File: config.mk
export PLATFORM = sky130hd
export DESIGN_NAME = jogo_memoria_param
export DESIGN_NICKNAME = d
export VERILOG_FILES = /design/src/rtl/jogo_memoria_param.sv
export SDC_FILE = /design/constraint.sdc
export NUM_CORES = 1
export LEC_CHECK = 0
export BUFFER_PORTS_ARGS = -buffer_cell sky130_fd_sc_hd__buf_2
export CAP_MARGIN = 20
export CORE_MARGIN = 2
export CORE_UTILIZATION = 50
export CTS_CLUSTER_DIAMETER = 60
export DETAILED_ROUTE_END_ITERATION = 12
export GPL_TIMING_DRIVEN = 1
export HOLD_SLACK_MARGIN = 0.06
export PLACE_DENSITY = 0.7
export SLEW_MARGIN = 30
export SYNTH_ARGS = -nofsm -noshare
export SYNTH_HDL_FRONTEND = slang
export SYNTH_SLANG_ARGS = --single-unit
export TNS_END_PERCENT = 100
File: constraint.sdc
create_clock -name clock -period 2.3 [get_ports clock]
set_input_delay 0.23 -clock clock [delete_from_list [all_inputs] [get_ports clock]]
set_output_delay 0.23 -clock clock [all_outputs]
set_load 0.02 [all_outputs]
File: src/rtl/jogo_memoria_param.sv
// rtl/jogo_memoria_param.sv - parametrised sequence-memory game controller with external ROM port
module jogo_memoria_param #(
   parameter int N_BOTOES       = 4,
   parameter int PROFUNDIDADE   = 16,
   parameter int TIMEOUT_CICLOS = 5000,
   parameter int CICLOS_LED     = 1000,
   localparam int AW            = $clog2(PROFUNDIDADE)
) (
   input  logic                clock,
   input  logic                reset,
   input  logic                iniciar,
   input  logic                modo,
   input  logic [N_BOTOES-1:0] botoes,
   output logic [AW-1:0]       mem_endereco,
   input  logic [N_BOTOES-1:0] mem_dado,
   output logic [N_BOTOES-1:0] leds,
   output logic                pronto,
   output logic                ganhou,
   output logic                perdeu,
   output logic                db_timeout,
   output logic [AW-1:0]       db_rodada,
   output logic [3:0]          db_estado
);

   localparam int TW = (TIMEOUT_CICLOS > 1) ? $clog2(TIMEOUT_CICLOS) : 1;
   localparam int LW = (CICLOS_LED > 1) ? $clog2(CICLOS_LED) : 1;
   localparam logic [TW-1:0] TIMEOUT_MAX = TW'(TIMEOUT_CICLOS - 1);
   localparam logic [LW-1:0] LED_MAX     = LW'(CICLOS_LED - 1);
   localparam logic [AW-1:0] RODADA_MAX  = AW'(PROFUNDIDADE - 1);

   typedef enum logic [3:0] {
      INICIAL        = 4'd0,
      PREPARACAO     = 4'd1,
      MOSTRA         = 4'd2,
      ESPERA_JOGADA  = 4'd3,
      REGISTRA       = 4'd4,
      COMPARA        = 4'd5,
      PROXIMA_JOGADA = 4'd6,
      PROXIMA_RODADA = 4'd7,
      FIM_GANHOU     = 4'd8,
      FIM_PERDEU     = 4'd9,
      FIM_TIMEOUT    = 4'd10
   } estado_t;

   estado_t             estado;
   logic [AW-1:0]       rodada;
   logic [AW-1:0]       endereco;
   logic                modo_r;
   logic [N_BOTOES-1:0] jogada;
   logic [TW-1:0]       cnt_timeout;
   logic [LW-1:0]       cnt_led;
   logic                botao_ant;
   logic                jogada_nova;

   // A play is the rising edge of "any button pressed"; a held button never re-triggers
   assign jogada_nova  = (|botoes) & ~botao_ant;

   assign mem_endereco = endereco;
   assign db_rodada    = rodada;
   assign db_estado    = estado;

   // Previous-cycle copy of the OR of all buttons, tracked in every state
   always_ff @(posedge clock or posedge reset) begin
      if (reset) begin
         botao_ant <= 1'b0;
      end else begin
         botao_ant <= |botoes;
      end
   end

   // LEDs follow the ROM while showing an item (ROM data is combinational with the address)
   always_comb begin
      leds = '0;
      if (estado == MOSTRA) begin
         leds = mem_dado;
      end else if (estado == ESPERA_JOGADA) begin
         leds = botoes;
      end
   end

   // Game FSM: state, counters, address and result flags
   always_ff @(posedge clock or posedge reset) begin
      if (reset) begin
         estado      <= INICIAL;
         rodada      <= '0;
         endereco    <= '0;
         modo_r      <= 1'b0;
         jogada      <= '0;
         cnt_timeout <= '0;
         cnt_led     <= '0;
         pronto      <= 1'b0;
         ganhou      <= 1'b0;
         perdeu      <= 1'b0;
         db_timeout  <= 1'b0;
      end else begin
         // Both timers restart whenever their state is (re)entered
         if (estado != ESPERA_JOGADA) cnt_timeout <= '0;
         if (estado != MOSTRA)        cnt_led     <= '0;

         case (estado)
            INICIAL: begin
               if (iniciar) begin
                  estado   <= PREPARACAO;
                  rodada   <= '0;
                  endereco <= '0;
               end
            end

            PREPARACAO: begin
               rodada   <= '0;
               endereco <= '0;
               modo_r   <= modo;
               estado   <= modo ? ESPERA_JOGADA : MOSTRA;
            end

            MOSTRA: begin
               if (cnt_led == LED_MAX) begin
                  endereco <= '0;
                  estado   <= ESPERA_JOGADA;
               end else begin
                  cnt_led <= cnt_led + 1'b1;
               end
            end

            ESPERA_JOGADA: begin
               // A press on the limit edge wins over the timeout
               if (jogada_nova) begin
                  estado <= REGISTRA;
               end else if (cnt_timeout == TIMEOUT_MAX) begin
                  estado     <= FIM_TIMEOUT;
                  pronto     <= 1'b1;
                  perdeu     <= 1'b1;
                  db_timeout <= 1'b1;
               end else begin
                  cnt_timeout <= cnt_timeout + 1'b1;
               end
            end

            REGISTRA: begin
               jogada <= botoes;
               estado <= COMPARA;
            end

            COMPARA: begin
               if (jogada != mem_dado) begin
                  estado <= FIM_PERDEU;
                  pronto <= 1'b1;
                  perdeu <= 1'b1;
               end else if (endereco != rodada) begin
                  estado <= PROXIMA_JOGADA;
               end else if (rodada == RODADA_MAX) begin
                  estado <= FIM_GANHOU;
                  pronto <= 1'b1;
                  ganhou <= 1'b1;
               end else begin
                  estado <= PROXIMA_RODADA;
               end
            end

            PROXIMA_JOGADA: begin
               endereco <= endereco + 1'b1;
               estado   <= ESPERA_JOGADA;
            end

            PROXIMA_RODADA: begin
               // In display mode the address points at the new item right away
               rodada   <= rodada + 1'b1;
               endereco <= modo_r ? '0 : rodada + 1'b1;
               estado   <= modo_r ? ESPERA_JOGADA : MOSTRA;
            end

            FIM_GANHOU, FIM_PERDEU, FIM_TIMEOUT: begin
               if (iniciar) begin
                  estado     <= PREPARACAO;
                  rodada     <= '0;
                  endereco   <= '0;
                  pronto     <= 1'b0;
                  ganhou     <= 1'b0;
                  perdeu     <= 1'b0;
                  db_timeout <= 1'b0;
               end
            end

            default: begin
               estado <= INICIAL;
            end
         endcase
      end
   end

endmodule

Word level (Yosys, flattened, before mapping). Index checks and enable logic that the tools add are counted.

Bits in latches: 0. ROM bits: 0. Output and inout bits: 20. Memories: 0. Logic and storage cells: 99. Flip-flop bits (word level): 45. Bits of input ports: 12. Memory bits (writable): 0.

Eq/ne operators: 29. Divide/modulo/power cells: 0. Muxes and demuxes: 36. $mul: 0. Add/sub/neg operators: 4. Bitwise gates (word level): 2. Reduce and logical (&&, ||, !) cells: 16. Order comparisons: 0. Shift operators: 0.

Operator list (number): 2-to-1 mux 13 bit (4); 2-to-1 mux 4 bit (12); one-hot mux 4 bit (8 select lines) (1); 2-to-1 mux 10 bit (3); one-hot mux 4 bit (5 select lines) (1); == test 4 x 3 -> 1 bit (second input constant) (4); == test 4 bit (second input constant) (4); adder 13 x 1 -> 13 bit (second input constant) (1); == test 13 bit (second input constant) (1); != test 2 bit (second input constant) (6); one-hot mux 4 bit (3 select lines) (1); adder 10 x 1 -> 10 bit (second input constant) (1); == test 10 bit (second input constant) (1); 2-to-1 mux 1 bit (10); AND reduction 5 bit (2); adder 4 x 1 -> 4 bit (second input constant) (2); == test 4 x 2 -> 1 bit (second input constant) (2); != test 4 x 2 -> 1 bit (second input constant) (2); != test 4 bit (2); OR reduction 4 bit (2); != test 2 x 1 -> 1 bit (second input constant) (3); != test 3 bit (second input constant) (2); one-hot mux 1 bit (3 select lines) (2); AND reduction 3 bit (2); 13 further kinds (16).

Longest topological paths before layout.
Word-level depth: 5. Mapped depth: 6. Mapped depth without buffers: 6.

Worst setup path before layout. OpenSTA, ideal clock, no wires.

Path type: register -> register. Start: register cnt_timeout[3]. End: register estado[0] (netlist: db_estado[0]). Library setup time: 125 ps. Stages on the path, launching flop included: 6. Required time: 2175 ps. Data arrival time: 1849 ps. Clock period less this slack: 1974 ps. Setup slack: 326 ps. Buffers on the path: 0. Cells stage by stage: dfrtp_1 or4b_4 nor4_4 or3_1 o221ai_2 mux2_4.

Word-level cells in the longest chain between the ends: 3.

RTL lines: start: declaration (RTL line 50) `logic [TW-1:0] cnt_timeout;`; start signal: assignment (RTL line 135) `cnt_timeout <= cnt_timeout + 1'b1;`; == test 13 bit (RTL line 129) `end else if (cnt_timeout == TIMEOUT_MAX) begin`; != test 3 x 2 -> 1 bit (no line); AND reduction 3 bit (no line); end signal: assignment (RTL line 113) `estado <= modo ? ESPERA_JOGADA : MOSTRA;`; end signal: assignment (RTL line 169) `estado <= modo_r ? ESPERA_JOGADA : MOSTRA;`; end: declaration (RTL line 45) `estado_t estado;`.

Every way passes these cells. A chain may end at the register's enable or synchronous reset.

Worst setup path after layout.
Start: register estado[3] (netlist: db_estado[3]). End: output leds[2].

Word-level cells in the longest chain between the ends: 3. Elaborated cells between the ends (all ways): 4. Those cells by class: eq/ne (2); mux (2).

RTL lines: == test 4 x 2 -> 1 bit (RTL line 76) `end else if (estado == ESPERA_JOGADA) begin`; 2-to-1 mux 4 bit (RTL line 76); 2-to-1 mux 4 bit (*) (RTL line 74) `if (estado == MOSTRA) begin`; end: declaration (RTL line 16) `output logic [N_BOTOES-1:0] leds,`.

Every way passes the cells marked *; elsewhere a longest branch is shown, timed or not.

==> metrics <==
DR vias 1976; number of global-route vias before repair 1876; Post-synth EDFFs 0; Area growth syn-to-layout 14.8%; CTS Buffer Depth 2; Setup Crit Path Kind flop to output port; Power per Cell Area 881 nW/um^2; relative slew slack 0.607; initial drt markers 114; IO buf count 31; leading cell type in the layout, fill and taps excluded dfrtp_1; Peak VDD IR 0.522 mV; Seq cells post-synth 45; crit start category flop; family with the most delay on the worst path simple AND/OR/NAND/NOR gates; via/cell ratio 5.38; Async SR Flop Fraction 1.00; Setup WS post-layout 327 ps; Nets 315; Design Area, Final 2890 um^2; worst-case hold slack 173 ps; Skew-Pair Late Insertion Delay 290 ps; Static Leak 1.29 nW; r2r worst-path depth 5; element type at the critical path end output port; Avg Cell Area, Syn 9.63 um^2; Setup Buffers After CTS 0; Mapped Area 2510 um^2; Ant. Diodes 0; DP Area 2770 um^2; initial core utilization 0.525; Antenna Nets Post-Route 0; CTS tree done; Fmax 0.507 GHz; commonest non-fill, non-tap cells in the layout 45 x dfrtp_1, 33 x nor2_1, 31 x buf_2; routability cong. 0.778; Seq/Total Area, Yosys 0.448; Critical Path End leds[2]; first-pass GRT wire length 8800 um; fin util 0.603; CORE AREA 4790 um^2; cts repair resizes 0; Filler Cells Inserted 418; period utilization 0.858; pin count of the biggest net entering global routing 20; TritonCTS Buffers 5; Place WS 269 ps; CP startpoint db_estado[3]; final setup vio count 0; Slew @ Worst Pin 585 ps; reg2reg end db_estado[1]; Clock Tree Root clkbuf_8; YS warnings 0; final wirelength 5120 um; Die W 74.9 um; clock sinks 45; Worst R2R Start cnt_timeout[3]; Rows 25; drt pass-1 iters 4; die area 5610 um^2; Buf/Inv on CP 1; gr ovfl total 0; Slew Viols, Final 0; MaxCap Viol Count 0; syn_nets 277; CP required 2070 ps; Fin Setup TNS 0 ps; Hold Violations, Final 0; slowest stage delay, CP 530 ps; Data arrival, critical path 1740 ps; Post-synth top flop dfrtp_1; layout cells sized above 1 0.217; Cells after Synth 261; drt drc 0; Die Ht 74.9 um; RSZ-0062 raised after global routing false; initial antenna violation count 0; wire length per cell 14.0 um; post-synth cell types 48; Hold-fix buffers, CTS 1; R2R Setup Slk 420 ps; Crit path depth 4; Post-DP HPWL 3740 um; hold crit path type input pin to flop; CP Cell Sequence nor2_1, and3_1, a22o_1, buf_2; Worst Skew 5.65 ps; GRT Resource Usage Total 0.206; Max Fanout on Critical Path 12; Slowest-stage cell, CP dfrtp_1; Ports 32; clock slew at reported path FFs 80 ps; post-layout min period 1970 ps; status finished clean; htree depth 2
synthesized netlist by cell type, drive strengths merged, types with 6 or more instances:
cell type   n  area (um^2)
nand2      20         75.1
inv         9         33.8
nand3      12         60.1
dfrtp      45         1130
nand4       6         37.5
a21oi       7         35.0
xor2       12          105
nor3        8         51.3
clkbuf      9         33.8
nor2       33          124
o21ai      14         70.1
nor4        7         58.8
mux2        7         86.3
xnor2      18          158
how the worst min path moves through the flow:
| stage | start | end | slack [ps] | depth (start not counted) |
|---|---|---|---|---|
| 2_1_floorplan | iniciar | db_estado[3] | 320 | 1 |
| 3_3_place_gp | reset | cnt_led[7] | 190 | 2 |
| 3_5_place_dp | reset | db_rodada[2] | 210 | 2 |
| 4_1_cts | iniciar | db_estado[3] | 160 | 2 |
| 5_1_grt | iniciar | db_estado[3] | 170 | 2 |
| 6_report | iniciar | db_estado[3] | 170 | 2 |
through the flow:
stage          power (mW)  std cells
6_report             2.54        367
5_1_grt              2.72        367
4_1_cts              2.57        367
3_5_place_dp         2.03        358
3_3_place_gp         2.02        358
2_1_floorplan        1.76        261
logic make-up after synthesis:
logic type               share of synthesized area
AND/OR/NAND/NOR                              0.235
AO/OA/AOI/OAI                                0.115
multiplexers                                0.0423
flip-flops                                   0.448
XOR/XNOR                                     0.105
buffers and inverters                       0.0314
adder cells (fa/ha/maj)                     0.0239
cell type report:
cell class	count	area (um^2)	share of cell area
multi-input combinational	197	1310	0.453
sequential	45	1130	0.390
timing repair buffer	41	233	0.0807
clock buffer	7	96.3	0.0334
tap	67	83.8	0.0291
inverter	9	33.8	0.0117
clock inverter	1	5.00	0.00173
metal layers:
metal / GRT usage / up-vias / wire length [um]
met2: 0.326 / 43 / 2390
met5: 0 / - / 0
met1: 0.282 / 928 / 2440
li1: - / 997 / -
met3: 0.0428 / 8 / 214
met4: 0.0714 / 0 / 82
registers in the layout, indices dropped and copies added, names as in the netlist, 4 cells and up:
register,cells
cnt_led,10
db_estado,4
db_rodada,4
mem_endereco,4
cnt_timeout,13
jogada,4
worst register-to-register path, delay by kind of cell (launching register included):
family             cells  cell delay (ps)
AOI/OAI and AO/OA      1              120
DFF                    1              450
muxes                  1              310
and+or+nand+nor        3              900
power by group:
part / internal, mW / switching (mW) / total, mW
logic: 0.425 / 0.515 / 0.941
clock network: 0.272 / 0.256 / 0.528
registers: 0.897 / 0.176 / 1.07
total: 1.59 / 0.947 / 2.54
No activity file was read; power rests on OpenSTA's default activity.
